**src/rtl/ahb_ic_pkg.sv**
```systemverilog
// Shared types for the AHB-lite interconnect: transfer types, interconnect FSM
// states and response encodings.
package ahb_ic_pkg;

  typedef enum logic [1:0] {
    TRANS_IDLE   = 2'd0,
    TRANS_BUSY   = 2'd1,
    TRANS_NONSEQ = 2'd2,
    TRANS_SEQ    = 2'd3
  } trans_t;

  typedef enum logic [1:0] {
    ST_IDLE,
    ST_DATA,
    ST_ERR1,
    ST_ERR2
  } ic_state_t;

  localparam logic RESP_OKAY  = 1'b0;
  localparam logic RESP_ERROR = 1'b1;

endpackage

```
**src/rtl/ahb_ic_if.sv**
```systemverilog
// Bus bundle between the CPU master, the slaves and the interconnect.
// The master modport is the environment view; the slave modport is the interconnect view.
interface ahb_ic_if #(
  parameter int DWidth   = 32,
  parameter int NumSlave = 4,
  parameter int CntWidth = 8
);
  logic [DWidth-1:0]          addr_i;
  logic [1:0]                 trans_i;
  logic [NumSlave*DWidth-1:0] rdata_i;
  logic [NumSlave-1:0]        resp_i;
  logic [NumSlave-1:0]        readyout_i;
  logic [NumSlave-1:0]        sel_o;
  logic [DWidth-1:0]          rdata_o;
  logic                       resp_o;
  logic                       ready_o;
  logic                       timeout_o;
  logic [CntWidth-1:0]        err_cnt_o;

  modport master (
    output addr_i, trans_i, rdata_i, resp_i, readyout_i,
    input  sel_o, rdata_o, resp_o, ready_o, timeout_o, err_cnt_o
  );

  modport slave (
    input  addr_i, trans_i, rdata_i, resp_i, readyout_i,
    output sel_o, rdata_o, resp_o, ready_o, timeout_o, err_cnt_o
  );
endinterface

```
**src/rtl/ahb_ic_decoder.sv**
```systemverilog
// Combinational region decoder: slave k owns region BaseRegion+k.
// A miss yields an all-zero select and hit=0.
module ahb_ic_decoder #(
  parameter int NumSlave   = 4,
  parameter int RegionBits = 4,
  parameter int BaseRegion = 0,
  parameter int IdxW       = 2
) (
  input  logic [RegionBits-1:0] region,
  output logic [NumSlave-1:0]   sel,
  output logic                  hit,
  output logic [IdxW-1:0]       idx
);

  // Compare in 32-bit space so BaseRegion+k beyond the region range never aliases.
  always_comb begin
    sel = '0;
    hit = 1'b0;
    idx = '0;
    for (int k = 0; k < NumSlave; k++) begin
      if (32'(region) == 32'(BaseRegion + k)) begin
        sel[k] = 1'b1;
        hit    = 1'b1;
        idx    = IdxW'(k);
      end
    end
  end

endmodule

```
**src/rtl/ahb_interconnect_ext.sv**
```systemverilog
// Single-master AHB-lite interconnect: address decode, data-phase mux,
// built-in default slave, stall watchdog and saturating error counter.
module ahb_interconnect_ext
  import ahb_ic_pkg::*;
#(
  parameter int DWidth        = 32,
  parameter int NumSlave      = 4,
  parameter int RegionBits    = 4,
  parameter int BaseRegion    = 0,
  parameter int TimeoutCycles = 255,
  parameter int CntWidth      = 8
) (
  input logic    clk_i,
  input logic    rst_ni,
  ahb_ic_if.slave bus
);

  localparam int IdxW = (NumSlave > 1) ? $clog2(NumSlave) : 1;
  localparam int WdW  = $clog2(TimeoutCycles + 1);
  localparam logic [WdW-1:0] WdMax = WdW'(TimeoutCycles);

  ic_state_t           state, state_next, accept_state;
  logic [IdxW-1:0]     dsel, hit_idx;
  logic [WdW-1:0]      wd_cnt;
  logic [CntWidth-1:0] err_cnt;
  logic                timeout_q;
  logic                hit, active, slave_ready, wd_fire;
  logic                ready, resp;
  logic [DWidth-1:0]   rdata;
  logic                unused_bits;

  assign unused_bits = ^bus.addr_i;

  ahb_ic_decoder #(
    .NumSlave  (NumSlave),
    .RegionBits(RegionBits),
    .BaseRegion(BaseRegion),
    .IdxW      (IdxW)
  ) u_decoder (
    .region(bus.addr_i[DWidth-1 -: RegionBits]),
    .sel   (bus.sel_o),
    .hit   (hit),
    .idx   (hit_idx)
  );

  assign active = (trans_t'(bus.trans_i) == TRANS_NONSEQ) ||
                  (trans_t'(bus.trans_i) == TRANS_SEQ);
  assign accept_state = !active ? ST_IDLE : (hit ? ST_DATA : ST_ERR1);
  assign slave_ready  = bus.readyout_i[dsel];
  // A slave going ready on the limit cycle wins over the watchdog.
  assign wd_fire = (state == ST_DATA) && !slave_ready && (wd_cnt == WdMax);

  always_comb begin
    state_next = state;
    ready      = 1'b1;
    resp       = RESP_OKAY;
    rdata      = '0;
    unique case (state)
      ST_IDLE: state_next = accept_state;
      ST_DATA: begin
        ready = slave_ready;
        resp  = bus.resp_i[dsel];
        rdata = bus.rdata_i[dsel*DWidth +: DWidth];
        if (slave_ready) state_next = accept_state;
        else if (wd_fire) state_next = ST_ERR1;
      end
      ST_ERR1: begin
        ready      = 1'b0;
        resp       = RESP_ERROR;
        state_next = ST_ERR2;
      end
      ST_ERR2: begin
        resp       = RESP_ERROR;
        state_next = accept_state;
      end
      default: state_next = ST_IDLE;
    endcase
  end

  always_ff @(posedge clk_i) begin
    if (!rst_ni) begin
      state     <= ST_IDLE;
      dsel      <= '0;
      wd_cnt    <= '0;
      err_cnt   <= '0;
      timeout_q <= 1'b0;
    end else begin
      state     <= state_next;
      timeout_q <= wd_fire;
      if (ready) begin
        dsel   <= hit_idx;
        wd_cnt <= '0;
      end else if ((state == ST_DATA) && (wd_cnt != WdMax)) begin
        wd_cnt <= wd_cnt + 1'b1;
      end
      if (ready && resp && (err_cnt != '1)) err_cnt <= err_cnt + 1'b1;
    end
  end

  assign bus.ready_o   = ready;
  assign bus.resp_o    = resp;
  assign bus.rdata_o   = rdata;
  assign bus.timeout_o = timeout_q;
  assign bus.err_cnt_o = err_cnt;

endmodule

```
**src/flat_wrapper.sv**
```systemverilog
// flat-port wrapper written by rule: the top's interface ports become plain ports
module ahb_interconnect_ext_flat import ahb_ic_pkg::*;
#(
  parameter int DWidth        = 32,
  parameter int NumSlave      = 4,
  parameter int RegionBits    = 4,
  parameter int BaseRegion    = 0,
  parameter int TimeoutCycles = 255,
  parameter int CntWidth      = 8
)
  (clk_i, rst_ni, bus_addr_i, bus_trans_i, bus_rdata_i, bus_resp_i, bus_readyout_i, bus_sel_o, bus_rdata_o, bus_resp_o, bus_ready_o, bus_timeout_o, bus_err_cnt_o);
  ahb_ic_if #(.DWidth(DWidth), .NumSlave(NumSlave), .CntWidth(CntWidth)) bus_i ();
  input logic clk_i;
  input logic rst_ni;
  input wire logic [$bits(bus_i.addr_i)-1:0] bus_addr_i;
  input wire logic [$bits(bus_i.trans_i)-1:0] bus_trans_i;
  input wire logic [$bits(bus_i.rdata_i)-1:0] bus_rdata_i;
  input wire logic [$bits(bus_i.resp_i)-1:0] bus_resp_i;
  input wire logic [$bits(bus_i.readyout_i)-1:0] bus_readyout_i;
  output wire logic [$bits(bus_i.sel_o)-1:0] bus_sel_o;
  output wire logic [$bits(bus_i.rdata_o)-1:0] bus_rdata_o;
  output wire logic [$bits(bus_i.resp_o)-1:0] bus_resp_o;
  output wire logic [$bits(bus_i.ready_o)-1:0] bus_ready_o;
  output wire logic [$bits(bus_i.timeout_o)-1:0] bus_timeout_o;
  output wire logic [$bits(bus_i.err_cnt_o)-1:0] bus_err_cnt_o;
  assign bus_i.addr_i = bus_addr_i;
  assign bus_i.trans_i = bus_trans_i;
  assign bus_i.rdata_i = bus_rdata_i;
  assign bus_i.resp_i = bus_resp_i;
  assign bus_i.readyout_i = bus_readyout_i;
  assign bus_sel_o = bus_i.sel_o;
  assign bus_rdata_o = bus_i.rdata_o;
  assign bus_resp_o = bus_i.resp_o;
  assign bus_ready_o = bus_i.ready_o;
  assign bus_timeout_o = bus_i.timeout_o;
  assign bus_err_cnt_o = bus_i.err_cnt_o;
  ahb_interconnect_ext #(.DWidth(DWidth), .NumSlave(NumSlave), .RegionBits(RegionBits), .BaseRegion(BaseRegion), .TimeoutCycles(TimeoutCycles), .CntWidth(CntWidth)) u_core (.clk_i(clk_i), .rst_ni(rst_ni), .bus(bus_i));
endmodule
```
**config.mk**
```make
export PLATFORM = sky130hd
export DESIGN_NAME = ahb_interconnect_ext_flat
export DESIGN_NICKNAME = d
export VERILOG_FILES = /design/src/rtl/ahb_ic_pkg.sv /design/src/rtl/ahb_ic_if.sv /design/src/rtl/ahb_ic_decoder.sv /design/src/rtl/ahb_interconnect_ext.sv /design/src/flat_wrapper.sv
export SDC_FILE = /design/constraint.sdc
export NUM_CORES = 1
export LEC_CHECK = 0
export CORE_MARGIN = 4
export CORE_UTILIZATION = 30
export DETAILED_ROUTE_END_ITERATION = 6
export PLACE_DENSITY = 0.88
export SLEW_MARGIN = 20
export SYNTH_ARGS = -nofsm -noshare
export SYNTH_HDL_FRONTEND = slang
export SYNTH_HIERARCHICAL = 1
export SYNTH_SLANG_ARGS = --single-unit
```
**constraint.sdc**
```tcl
create_clock -name clk_i -period 2.1 [get_ports clk_i]
set_input_delay 0.42 -clock clk_i [delete_from_list [all_inputs] [get_ports clk_i]]
set_output_delay 0.42 -clock clk_i [all_outputs]
set_load 0.02 [all_outputs]
```
## Word-level counts from Yosys, hierarchy flattened

Cells that the tools add are included.

| word-level totals | value |
|---|---|
| flip-flop bits (word level) | 21 |
| input bits | 172 |
| output and inout bits | 47 |
| logic and storage cells | 56 |

| cells by class | value |
|---|---|
| add/sub/neg operators | 2 |
| magnitude comparators | 1 |
| equality and inequality tests | 12 |
| shifts and indexed selects | 1 |
| muxes and demuxes | 22 |
| bitwise operators | 1 |
| reduce and logical (&&, ||, !) cells | 12 |

Operators by type and width:

| cell | count |
|---|---|
| 128-bit by 8-bit indexed part select with 32-bit output | 1 |
| 32-bit 2-to-1 mux | 1 |
| 8-bit by 1-bit adder with 8-bit output (second input constant) | 2 |
| 8-bit != test (second input constant) | 2 |
| 2-bit 2-to-1 mux | 6 |
| 1-bit 2-to-1 mux | 10 |
| 2-bit equality test (second input constant) | 4 |
| 4-bit by 2-bit equality test with 1-bit output (second input constant) | 2 |
| 8-bit equality test (second input constant) | 1 |
| 2-bit one-hot mux with 3 select lines | 1 |
| 2-bit OR reduction | 3 |
| 1-bit logical AND | 5 |
| 1-bit binary-select mux with 2-bit select | 2 |
| 4-bit by 1-bit equality test with 1-bit output (second input constant) | 1 |
| 4-bit logical NOT | 1 |
| 1-bit one-hot mux with 2 select lines | 2 |
| 2-bit by 3-bit less-than comparator with 1-bit output (second input constant) | 1 |
| 3-bit by 1-bit != test with 1-bit output (second input constant) | 1 |
| 2-bit by 1-bit equality test with 1-bit output (second input constant) | 1 |
| 2-bit logical NOT | 1 |
| 1-bit logical NOT | 1 |
| 1-bit logical OR | 1 |
| 1-bit NOT | 1 |

## Depth between registers and ports, before layout

Gate-level depths: netlist (run 1).

| depth | value |
|---|---|
| depth in word-level cells | 9 |
| mapped depth | 8 |

## By module

Netlist (run 1), hierarchy kept.

By module, submodules not included:

| module | times used | cells each | area an instance (µm²) | seq. area each (µm²) |
|---|---|---|---|---|
| ahb_interconnect_ext | 1 | 218 | 2185.8 | 420.4 |
| ahb_ic_decoder | 1 | 7 | 55.1 | 0.0 |

## Least setup slack after synthesis (run 1)

Ideal clock, no wire load.

| path | value |
|---|---|
| path type | register to output |
| from | reg u_core.dsel[0] |
| to | out bus_rdata_o[10] |
| data arrival time | 1635 ps |
| required time | 1680 ps |
| slack | 45 ps |
| stages on the path, launching flop included | 5 |
| path buffers | 2 |
| cell sequence | dfxtp_1 buf_2 buf_2 mux4_2 and2_1 |

| on the way | value |
|---|---|
| longest elaborated chain between the ends | 2 |

RTL lines:

| element | line | source |
|---|---|---|
| start: declaration | ahb_interconnect_ext.sv:23 | `logic [IdxW-1:0] dsel, hit_idx;` |
| start signal: assignment | ahb_interconnect_ext.sv:91 | `dsel <= hit_idx;` |
| 128-bit by 8-bit indexed part select with 32-bit output | ahb_interconnect_ext.sv:63 | `rdata = bus.rdata_i[dsel*DWidth +: DWidth];` |
| 32-bit 2-to-1 mux | ahb_interconnect_ext.sv:58 | `unique case (state)` |
| end: declaration | flat_wrapper.sv:21 | `output wire logic [$bits(bus_i.rdata_o)-1:0] bus_rdata_o;` |

No other way between the ends.

## Worst setup path in the final report (run 1)

| path | value |
|---|---|
| from | reg u_core.dsel[0] |
| to | out bus_rdata_o[7] |

Same word-level chain as after synthesis.

==> results of run 1 <==
critical path, cell delays in order, from the launching register on:
cell	delay [ns]
dfxtp_4	0.43
buf_16	0.13
buf_12	0.11
mux4_2	0.48
and2_1	0.17
buf_2	0.16
routing by layer:
layer	share of wire	vias up
li1	-	1278
met1	0.34	1305
met2	0.54	115
met3	0.097	19
met4	0.027	0
met5	0	-
per-stage QoR:
step	TNS [ns]	total power, W	hold slack [ns]	utilization
after floorplan	0	0.000825	0.454	-
after global routing	-1.60	0.00175	0.511	0.637
after detailed placement	-12.39	0.00136	0.480	0.609
after global placement	-11.13	0.00134	0.463	0.609
final	-0.388	0.00168	0.485	0.637
after CTS	-0.980	0.00160	0.491	0.609
cells in the final DEF (no fill, tap or decap), drive strengths merged, types with 4 or more instances in the layout:
master	instances
clkdlybuf4s50	151
buf	65
mux4	32
and2	32
dfxtp	21
nand2	17
nor2	15
inv	10
nand3	9
mux2i	8
ha	7
a21oi	6
nor3	5
nand2b	5
dlygate4sd2	4
o21ai	4
xnor2	4
clkbuf	4
repair_timing:
action / 4_1_cts / 5_1_grt
pin swaps: 3 / 11
buffers inserted: 4 / 4
gates resized for setup: 157 / 57
cloned: 1 / 0
setup endpoints to repair: 38 / 34
layout make-up:
type / count / area share
flip-flops and latches: 21 / 0.0921
clock buffers: 4 / 0.00975
repair buffers: 221 / 0.474
diodes: 1 / 0.000542
inverters: 10 / 0.00813
well taps: 99 / 0.0268
multi-input cells: 181 / 0.389
sequential cells by signal, summed over array words and instances (netlist names):
signal                cells
u_core/dsel               2
u_core/bus.timeout_o      1
u_core/wd_cnt             8
u_core/bus.err_cnt_o      8
u_core/state              2
where the power goes:
part / internal [W] / switching, W
Sequential: 0.000408 / 0.0000112
Combinational: 0.000611 / 0.000387
Clock: 0.000135 / 0.000127
Total: 0.00115 / 0.000525
path summary, 6_finish.rpt:
| kind | startpoint | endpoint | slack (ns) | cells after the start |
|---|---|---|---|---|
| worst min-delay path | u_core/wd_cnt[1]$_SDFFE_PP0P_ | u_core/wd_cnt[1]$_SDFFE_PP0P_ | 0.49 | 2 |
| worst max register to register | u_core/state[0]$_SDFFE_PN0P_ | u_core/bus.err_cnt_o[4]$_SDFFE_PN0P_ | 0.06 | 7 |
| worst min register to register | u_core/wd_cnt[1]$_SDFFE_PP0P_ | u_core/wd_cnt[1]$_SDFFE_PP0P_ | 0.49 | 2 |
| worst max-delay path | u_core/dsel[0]$_SDFFE_PN0P_ | bus_rdata_o[7] | -0.06 | 5 |
cell families after synthesis:
family	synth area share
buffers and inverters	0.0447
DFF	0.188
adders and majority gates	0.0391
AOI/OAI and AO/OA	0.0787
and+or+nand+nor	0.251
xor gates and xnor gates	0.0235
muxes	0.376
==> results.yml, run 1 <==
floorplan:
  die-area_mm2: 0.00892
  die_x_um: 94.4
  coreArea_mm2: 0.00725
  rows: 31
  die_h_um: 94.4
  start_util: 0.309
  num_io_pins: 219
job:
  max_cap_viol_count: 0
timing:
  fin_crit_sh: 1.03
  relSlewSlack: 0.695
  final_hold_viol_count: 0
  slew_violations: 0
  worst_pin_slew_ns: 0.452
  finalSetupViolCount: 20
  setup_slack_ns: -0.0639
  period_minus_slack_ns: 2.16
  fmax_mhz: 462
  rsz0062_at_grt: "true"
  clock-skew-final_ns: 0.00150
clocking:
  cts_tree: "yes"
  cts_num_sinks: 21
  cts_buffer_depth: 2
  clock_latency_ns: 0.26
  cts.clk_slew.worst_paths_ns: 0.07
  cts_hold_buf: 0
  cts_root_buffer: "clkbuf_8"
  numCtsBuffers: 3
  htree_num_levels: 1
synthesis:
  netlist-cell-type-count: 43
  syn_nets: 404
  seq_area_frac_synth: 0.188
  yosys_warnings: 6
  synth_edf_count: 0
  synth_async_sr_flop_share: 0
  synthTopCellsByArea: "mux4_2 32%, dfxtp_1 19%, and2_1 8.9%"
  synthFlopType: "dfxtp_1"
  syn_avg_cell_area_um2: 9.96
  synth_top_area_cell: "mux4_2"
  yosysTopAreaCellShare: 0.322
  syn_area_mm2: 0.00224
  synth_cells: 225
  synth_common_cells: "32 x and2_1, 32 x mux4_2, 21 x dfxtp_1"
  ys_ff_latch: 21
final_layout:
  multi_input_area_mm2: 0.00180
  areaGrowthSynthToFinish_pct: 106
  finalInstanceArea_mm2: 0.00462
  instances_no_fill: 537
  ff_latch_area_um2: 425
  nets: 617
  n_fill_cell: 562
  layout-drive-gt1-share: 0.309
drt:
  drtAntennaViolNets: 0
  vias: 2717
  drt_pre_antenna_iters: 4
  drc: 0
  routed_wl_um: 10200
  wire_per_inst_um: 19.0
  drt_iter0_markers: 68
  via_per_inst: 5.06
global_routing:
  grt_max_degree: 18
  grt_util_met3: 0.0590
  grt_antenna_before_repair: 1
  grt_use_met2: 0.397
  met1_usage: 0.218
  grt_use_total: 0.210
  busiest_layer: "met2"
  grt_pass1_vias: 2803
  grt_pass1_wl_um: 14600
  grt-ovfl-total: 0
setup_path:
  start_kind: "register"
  cp_max_fo: 4
  endpoint_kind: "output port"
  critical_path_class: "reg -> out"
  cp.required_ns: 1.68
  crit_arrival_ns: 1.74
placement:
  gp_congestion: 0.811
  numPortBuffers: 189
  pre_cts_ws_ns: -0.396
  dpl.hpwl_um: 8330
  dpl_cell_area_mm2: 0.00441
  dpl.cell_count: 524
hold_path:
  hold_class: "reg -> reg"
status:
  status: "finished with violations"
  violations: "negative setup slack"
power_and_ir_drop:
  power_leakage_nw: 1.71
  max-vdd-ir-drop_v: 0.000365
  power_density_mw_per_mm2: 364
Note: power is estimated with default switching activity, not from simulation.
==> run 2, diff against run 1 <==
--- a/config.mk
+++ b/config.mk
@@ -5,8 +5,10 @@
 export SDC_FILE = /design/constraint.sdc
 export NUM_CORES = 1
 export LEC_CHECK = 0
+export CELL_PAD_IN_SITES_DETAIL_PLACEMENT = 0
+export CELL_PAD_IN_SITES_GLOBAL_PLACEMENT = 1
 export CORE_MARGIN = 4
-export CORE_UTILIZATION = 30
+export CORE_UTILIZATION = 20
 export DETAILED_ROUTE_END_ITERATION = 6
 export PLACE_DENSITY = 0.88
 export SLEW_MARGIN = 20
==> run 2 against run 1 <==
Effect of this change:
- the run still ends with negative setup slack left
- global-route usage down 6.1 points
- die area up 45%
- sequential share of layout area down 0.14 points
- sequential power about the same
- non-clock buffer count up 4
- flip-flop and latch count unchanged
- clock skew about the same
- maximum frequency down 0.53%
- setup slack worse by 0.011 ns
- total power up 0.70%
- final cell count up 8.4%
- critical path depth unchanged
- critical endpoint is now bus_rdata_o[4]
==> results.yml, run 2 (same netlist as run 1, synthesis figures left out) <==
clocking:
  cts_num_sinks: 21
  cts_buffer_depth: 2
  cts.clk_slew.worst_paths_ns: 0.08
  htree_num_levels: 1
  cts_root_buffer: "clkbuf_8"
  cts_hold_buf: 0
  clock_latency_ns: 0.26
  cts_tree: "yes"
  numCtsBuffers: 3
power_and_ir_drop:
  swShare: 0.321
  clockPowerShare: 0.159
  pwr-share-seq: 0.248
  p_comb_frac: 0.594
  p_switching_w: 0.000543
  max-vdd-ir-drop_v: 0.000247
  power_leakage_nw: 1.75
  power_density_mw_per_mm2: 359
  total_power_w: 0.00169
  p_int_w: 0.00115
setup_path:
  cp_cell_sequence: "buf_12, buf_6, mux4_2, and2_4, buf_6"
  crit_arrival_ns: 1.76
  path_common_cell: "buf_6"
  cp_max_fo: 8
  cp.required_ns: 1.68
  r2r_setup_slack_ns: 0.01
  start_kind: "register"
  cp_slowest_cell: "mux4_2"
  crit_path_max_incr_delay_ns: 0.52
  critical_path_class: "reg -> out"
  endpoint_kind: "output port"
timing:
  tns_ns: -0.821
  period_minus_slack_ns: 2.18
  setup_slack_ns: -0.0753
  relSlewSlack: 0.707
  worst_pin_slew_ns: 0.435
  fmax_mhz: 460
  slew_violations: 0
  clock-skew-final_ns: 0.00135
  final_hold_viol_count: 0
  rsz0062_at_grt: "true"
  whs_ns: 0.487
  fin_crit_sh: 1.04
  finalSetupViolCount: 20
drt:
  via_per_inst: 4.71
  drtAntennaViolNets: 0
  wire_per_inst_um: 17.9
  met1Wirelength_um: 4060
  drt_iter0_markers: 147
  vias: 2742
  drc: 0
  routed.top_layer: "met4"
  wl_met2_um: 5420
  drt_pre_antenna_iters: 4
  routed_wl_um: 10400
  wl_met3_um: 789
job:
  max_cap_viol_count: 0
global_routing:
  grt_max_degree: 33
  grt_antenna_before_repair: 1
  grt_use_total: 0.148
  grt-ovfl-total: 0
  grt_pass1_wl_um: 15300
  grt_pass1_vias: 2791
placement:
  pre_cts_ws_ns: -0.380
  dpl.hpwl_um: 8350
  dpl.cell_count: 562
  gp_congestion: 0.825
  numPortBuffers: 189
final_layout:
  instances_no_fill: 582
  nets: 621
  areaGrowthSynthToFinish_pct: 110
  final_common_cell: "clkdlybuf4s50_1"
  ff_latch_area_um2: 428
  multi_input_area_mm2: 0.00180
  layout-drive-gt1-share: 0.322
  n_fill_cell: 1062
  layout_common_cells: "150 x clkdlybuf4s50_1, 34 x buf_6, 32 x mux4_2, 22 x and2_4, 21 x buf_4"
floorplan:
  die-area_mm2: 0.0130
  rows: 38
  num_io_pins: 219
  start_util: 0.206
  die_h_um: 114
  coreArea_mm2: 0.0109
  die_x_um: 114
status:
  status: "finished with violations"
  violations: "negative setup slack"
hold_path:
  hold_class: "reg -> reg"
-- run 2: cell count changes in the layout (fill, tap and decap cells not counted), moves of 2 or more --
cell	change
and2_4	+3
buf_2	-2
and2_1	-3
buf_6	+11
-- run 2: critical path: cells and delay by family (launching register included) --
family | cells | cell delay, ns
mux | 1 | 0.52
flops | 1 | 0.43
simple gates | 1 | 0.18
buf+inv | 3 | 0.36
-- run 2: metal layers --
| metal | vias up | global-route usage |
|---|---|---|
| li1 | 1288 | - |
| met1 | 1314 | 0.170 |
| met2 | 128 | 0.287 |
| met3 | 12 | 0.0281 |
| met4 | 0 | 0.0245 |
| met5 | - | 0 |
-- run 2: metrics by stage --
step,area (um^2),util
2_1_floorplan,2240,-
3_3_place_gp,4430,0.407
3_5_place_dp,4430,0.407
4_1_cts,4570,0.420
5_1_grt,4720,0.433
6_report,4720,0.433
-- run 2: final cells by class --
class	count	share of cell area
antenna	1	0.000531
clock buffer	3	0.00876
clock inverter	1	0.00106
inverter	10	0.00796
multi-input combinational	181	0.382
sequential	21	0.0907
tap	140	0.0371
timing repair buffer	225	0.472
-- run 2: timing repair --
action / 4_1_cts / 5_1_grt
setup buffers: 6 / 9
pin swaps: 9 / 3
gates resized for setup: 190 / 46
cloned: 2 / 0
setup endpoints to repair: 39 / 38
-- run 2: power groups by stage --
stage	sequential (W)	clock (W)	combinational [W]
after floorplan	0.000428	0	0.000397
after global placement	0.000427	0	0.000915
after detailed placement	0.000428	0	0.000930
after CTS	0.000420	0.000282	0.000957
after global routing	0.000421	0.000302	0.00107
final	0.000419	0.000268	0.00100
-- run 2: worst paths after layout --
| path | start | endpoint | depth (start not counted) |
|---|---|---|---|
| setup / recovery | u_core/dsel[0]$_SDFFE_PN0P_ | bus_rdata_o[4] | 5 |
| hold / removal | u_core/wd_cnt[1]$_SDFFE_PP0P_ | u_core/wd_cnt[1]$_SDFFE_PP0P_ | 2 |
| hold reg to reg | u_core/wd_cnt[1]$_SDFFE_PP0P_ | u_core/wd_cnt[1]$_SDFFE_PP0P_ | 2 |
| setup reg to reg | u_core/dsel[0]$_SDFFE_PN0P_ | u_core/bus.err_cnt_o[7]$_SDFFE_PN0P_ | 8 |
==> run 3, diff against run 2 <==
--- a/config.mk
+++ b/config.mk
@@ -10,8 +10,9 @@
 export CORE_MARGIN = 4
 export CORE_UTILIZATION = 20
 export DETAILED_ROUTE_END_ITERATION = 6
+export MAX_ROUTING_LAYER = met4
 export PLACE_DENSITY = 0.88
-export SLEW_MARGIN = 20
+export SLEW_MARGIN = 30
 export SYNTH_ARGS = -nofsm -noshare
 export SYNTH_HDL_FRONTEND = slang
 export SYNTH_HIERARCHICAL = 1
==> run 3 against run 2 <==
Effect of this change:
- the run still ends with negative setup slack left
- first-iteration DRC count shrank 9.5%
- critical path type unchanged
- final cell count unchanged
- flip-flop and latch count unchanged
- register-to-register slack barely moved
- hold slack hardly changed
- critical path depth stayed put
- maximum frequency hardly changed
- sequential share of layout area is the same
- combinational power is essentially flat
==> results.yml, run 3 (same netlist as run 1, synthesis figures left out) <==
job:
  max_cap_viol_count: 0
global_routing:
  grt_max_degree: 33
  grt_pass1_vias: 2781
  grt_antenna_before_repair: 1
  grt-ovfl-total: 0
  grt_use_total: 0.153
  grt_pass1_wl_um: 15400
hold_path:
  hold_class: "reg -> reg"
power_and_ir_drop:
  power_leakage_nw: 1.75
  clockPowerShare: 0.159
  swShare: 0.322
  max-vdd-ir-drop_v: 0.000248
  p_comb_frac: 0.593
  pwr-share-seq: 0.247
  p_switching_w: 0.000544
  power_density_mw_per_mm2: 359
  p_int_w: 0.00115
timing:
  whs_ns: 0.487
  worst_pin_slew_ns: 0.433
  fmax_mhz: 459
  relSlewSlack: 0.708
  slew_violations: 0
  final_hold_viol_count: 0
  fin_crit_sh: 1.04
  rsz0062_at_grt: "true"
  period_minus_slack_ns: 2.18
  tns_ns: -0.837
  finalSetupViolCount: 20
  clock-skew-final_ns: 0.00142
  setup_slack_ns: -0.0769
setup_path:
  cp_slowest_cell: "mux4_2"
  critical_path_class: "reg -> out"
  cp.required_ns: 1.68
  path_common_cell: "buf_6"
  endpoint_kind: "output port"
  crit_path_max_incr_delay_ns: 0.52
  crit_arrival_ns: 1.76
  cp_max_fo: 8
  cp_cell_sequence: "buf_12, buf_6, mux4_2, and2_4, buf_6"
  start_kind: "register"
drt:
  drt_iter0_markers: 133
  drc: 0
  drt_pre_antenna_iters: 4
  wire_per_inst_um: 17.9
  drtAntennaViolNets: 0
  routed_wl_um: 10400
  vias: 2734
  via_per_inst: 4.70
floorplan:
  num_io_pins: 219
  die_x_um: 114
  die-area_mm2: 0.0130
  start_util: 0.206
  coreArea_mm2: 0.0109
  rows: 38
  die_h_um: 114
status:
  violations: "negative setup slack"
  status: "finished with violations"
placement:
  numPortBuffers: 189
  gp_congestion: 0.837
  dpl.hpwl_um: 8350
  dpl_cell_area_mm2: 0.00443
  dpl.cell_count: 562
final_layout:
  nets: 621
  utilization: 0.433
  finalInstanceArea_mm2: 0.00472
  layout-drive-gt1-share: 0.322
  layout_common_cells: "150 x clkdlybuf4s50_1, 34 x buf_6, 32 x mux4_2, 22 x and2_4, 21 x buf_4"
  instances_no_fill: 582
  multi_input_area_mm2: 0.00180
  n_fill_cell: 1062
  areaGrowthSynthToFinish_pct: 110
  ff_latch_area_um2: 428
  final_common_cell: "clkdlybuf4s50_1"
clocking:
  numCtsBuffers: 3
  htree_num_levels: 1
  cts.clk_slew.worst_paths_ns: 0.08
  cts_hold_buf: 0
  cts_tree: "yes"
  cts_buffer_depth: 2
  clock_latency_ns: 0.26
  cts_root_buffer: "clkbuf_8"
  cts_num_sinks: 21
run 3: cell type report:
type	count	share of cell area
antenna	1	0.000531
tap	140	0.0371
timing repair buffer	225	0.472
multi-input combinational	181	0.382
clock buffer	3	0.00876
inverter	10	0.00796
sequential	21	0.0907
clock inverter	1	0.00106
run 3: repair_timing:
item                                    in CTS  in global routing
buffers inserted                             6                  9
resized for setup                          190                 46
endpoints found under the setup margin      39                 38
cloned                                       2                  0
pin swaps                                    9                  3
run 3: metal layers:
metal  part of all wire  vias up  global-route usage
met1               0.39     1319               0.170
met3              0.077        8              0.0286
met4              0.010        0              0.0214
li1                   -     1286                   -
met5                  0        -                   -
met2               0.53      121               0.289
run 3: power by group through the flow:
stage	Clock (W)	Combinational (W)	Sequential, W
final	0.000270	0.00100	0.000419
after global routing	0.000300	0.00107	0.000421
after CTS	0.000282	0.000957	0.000420
after detailed placement	0	0.000930	0.000428
after global placement	0	0.000915	0.000427
after floorplan	0	0.000397	0.000428
run 3: through the flow:
stage	power, W	setup WS (ns)
after floorplan	0.000825	0.0446
after global placement	0.00134	-0.404
after detailed placement	0.00136	-0.380
after CTS	0.00166	-0.145
after global routing	0.00179	-0.145
final	0.00169	-0.0769
run 3: path summary, 6_finish.rpt:
path                                 start                              endpoint  slack [ns]  cells after the start
min reg2reg  u_core/wd_cnt[1]$_SDFFE_PP0P_         u_core/wd_cnt[1]$_SDFFE_PP0P_        0.49                      2
max            u_core/dsel[0]$_SDFFE_PN0P_                        bus_rdata_o[4]       -0.08                      5
max reg2reg    u_core/dsel[0]$_SDFFE_PN0P_  u_core/bus.err_cnt_o[7]$_SDFFE_PN0P_        0.01                      8
min          u_core/wd_cnt[1]$_SDFFE_PP0P_         u_core/wd_cnt[1]$_SDFFE_PP0P_        0.49                      2
run 3: worst max-delay path: cells and delay by family (launching register included):
| family | cells | cell delay (ns) |
|---|---|---|
| buf+inv | 3 | 0.36 |
| flops | 1 | 0.43 |
| simple gates | 1 | 0.18 |
| mux | 1 | 0.52 |
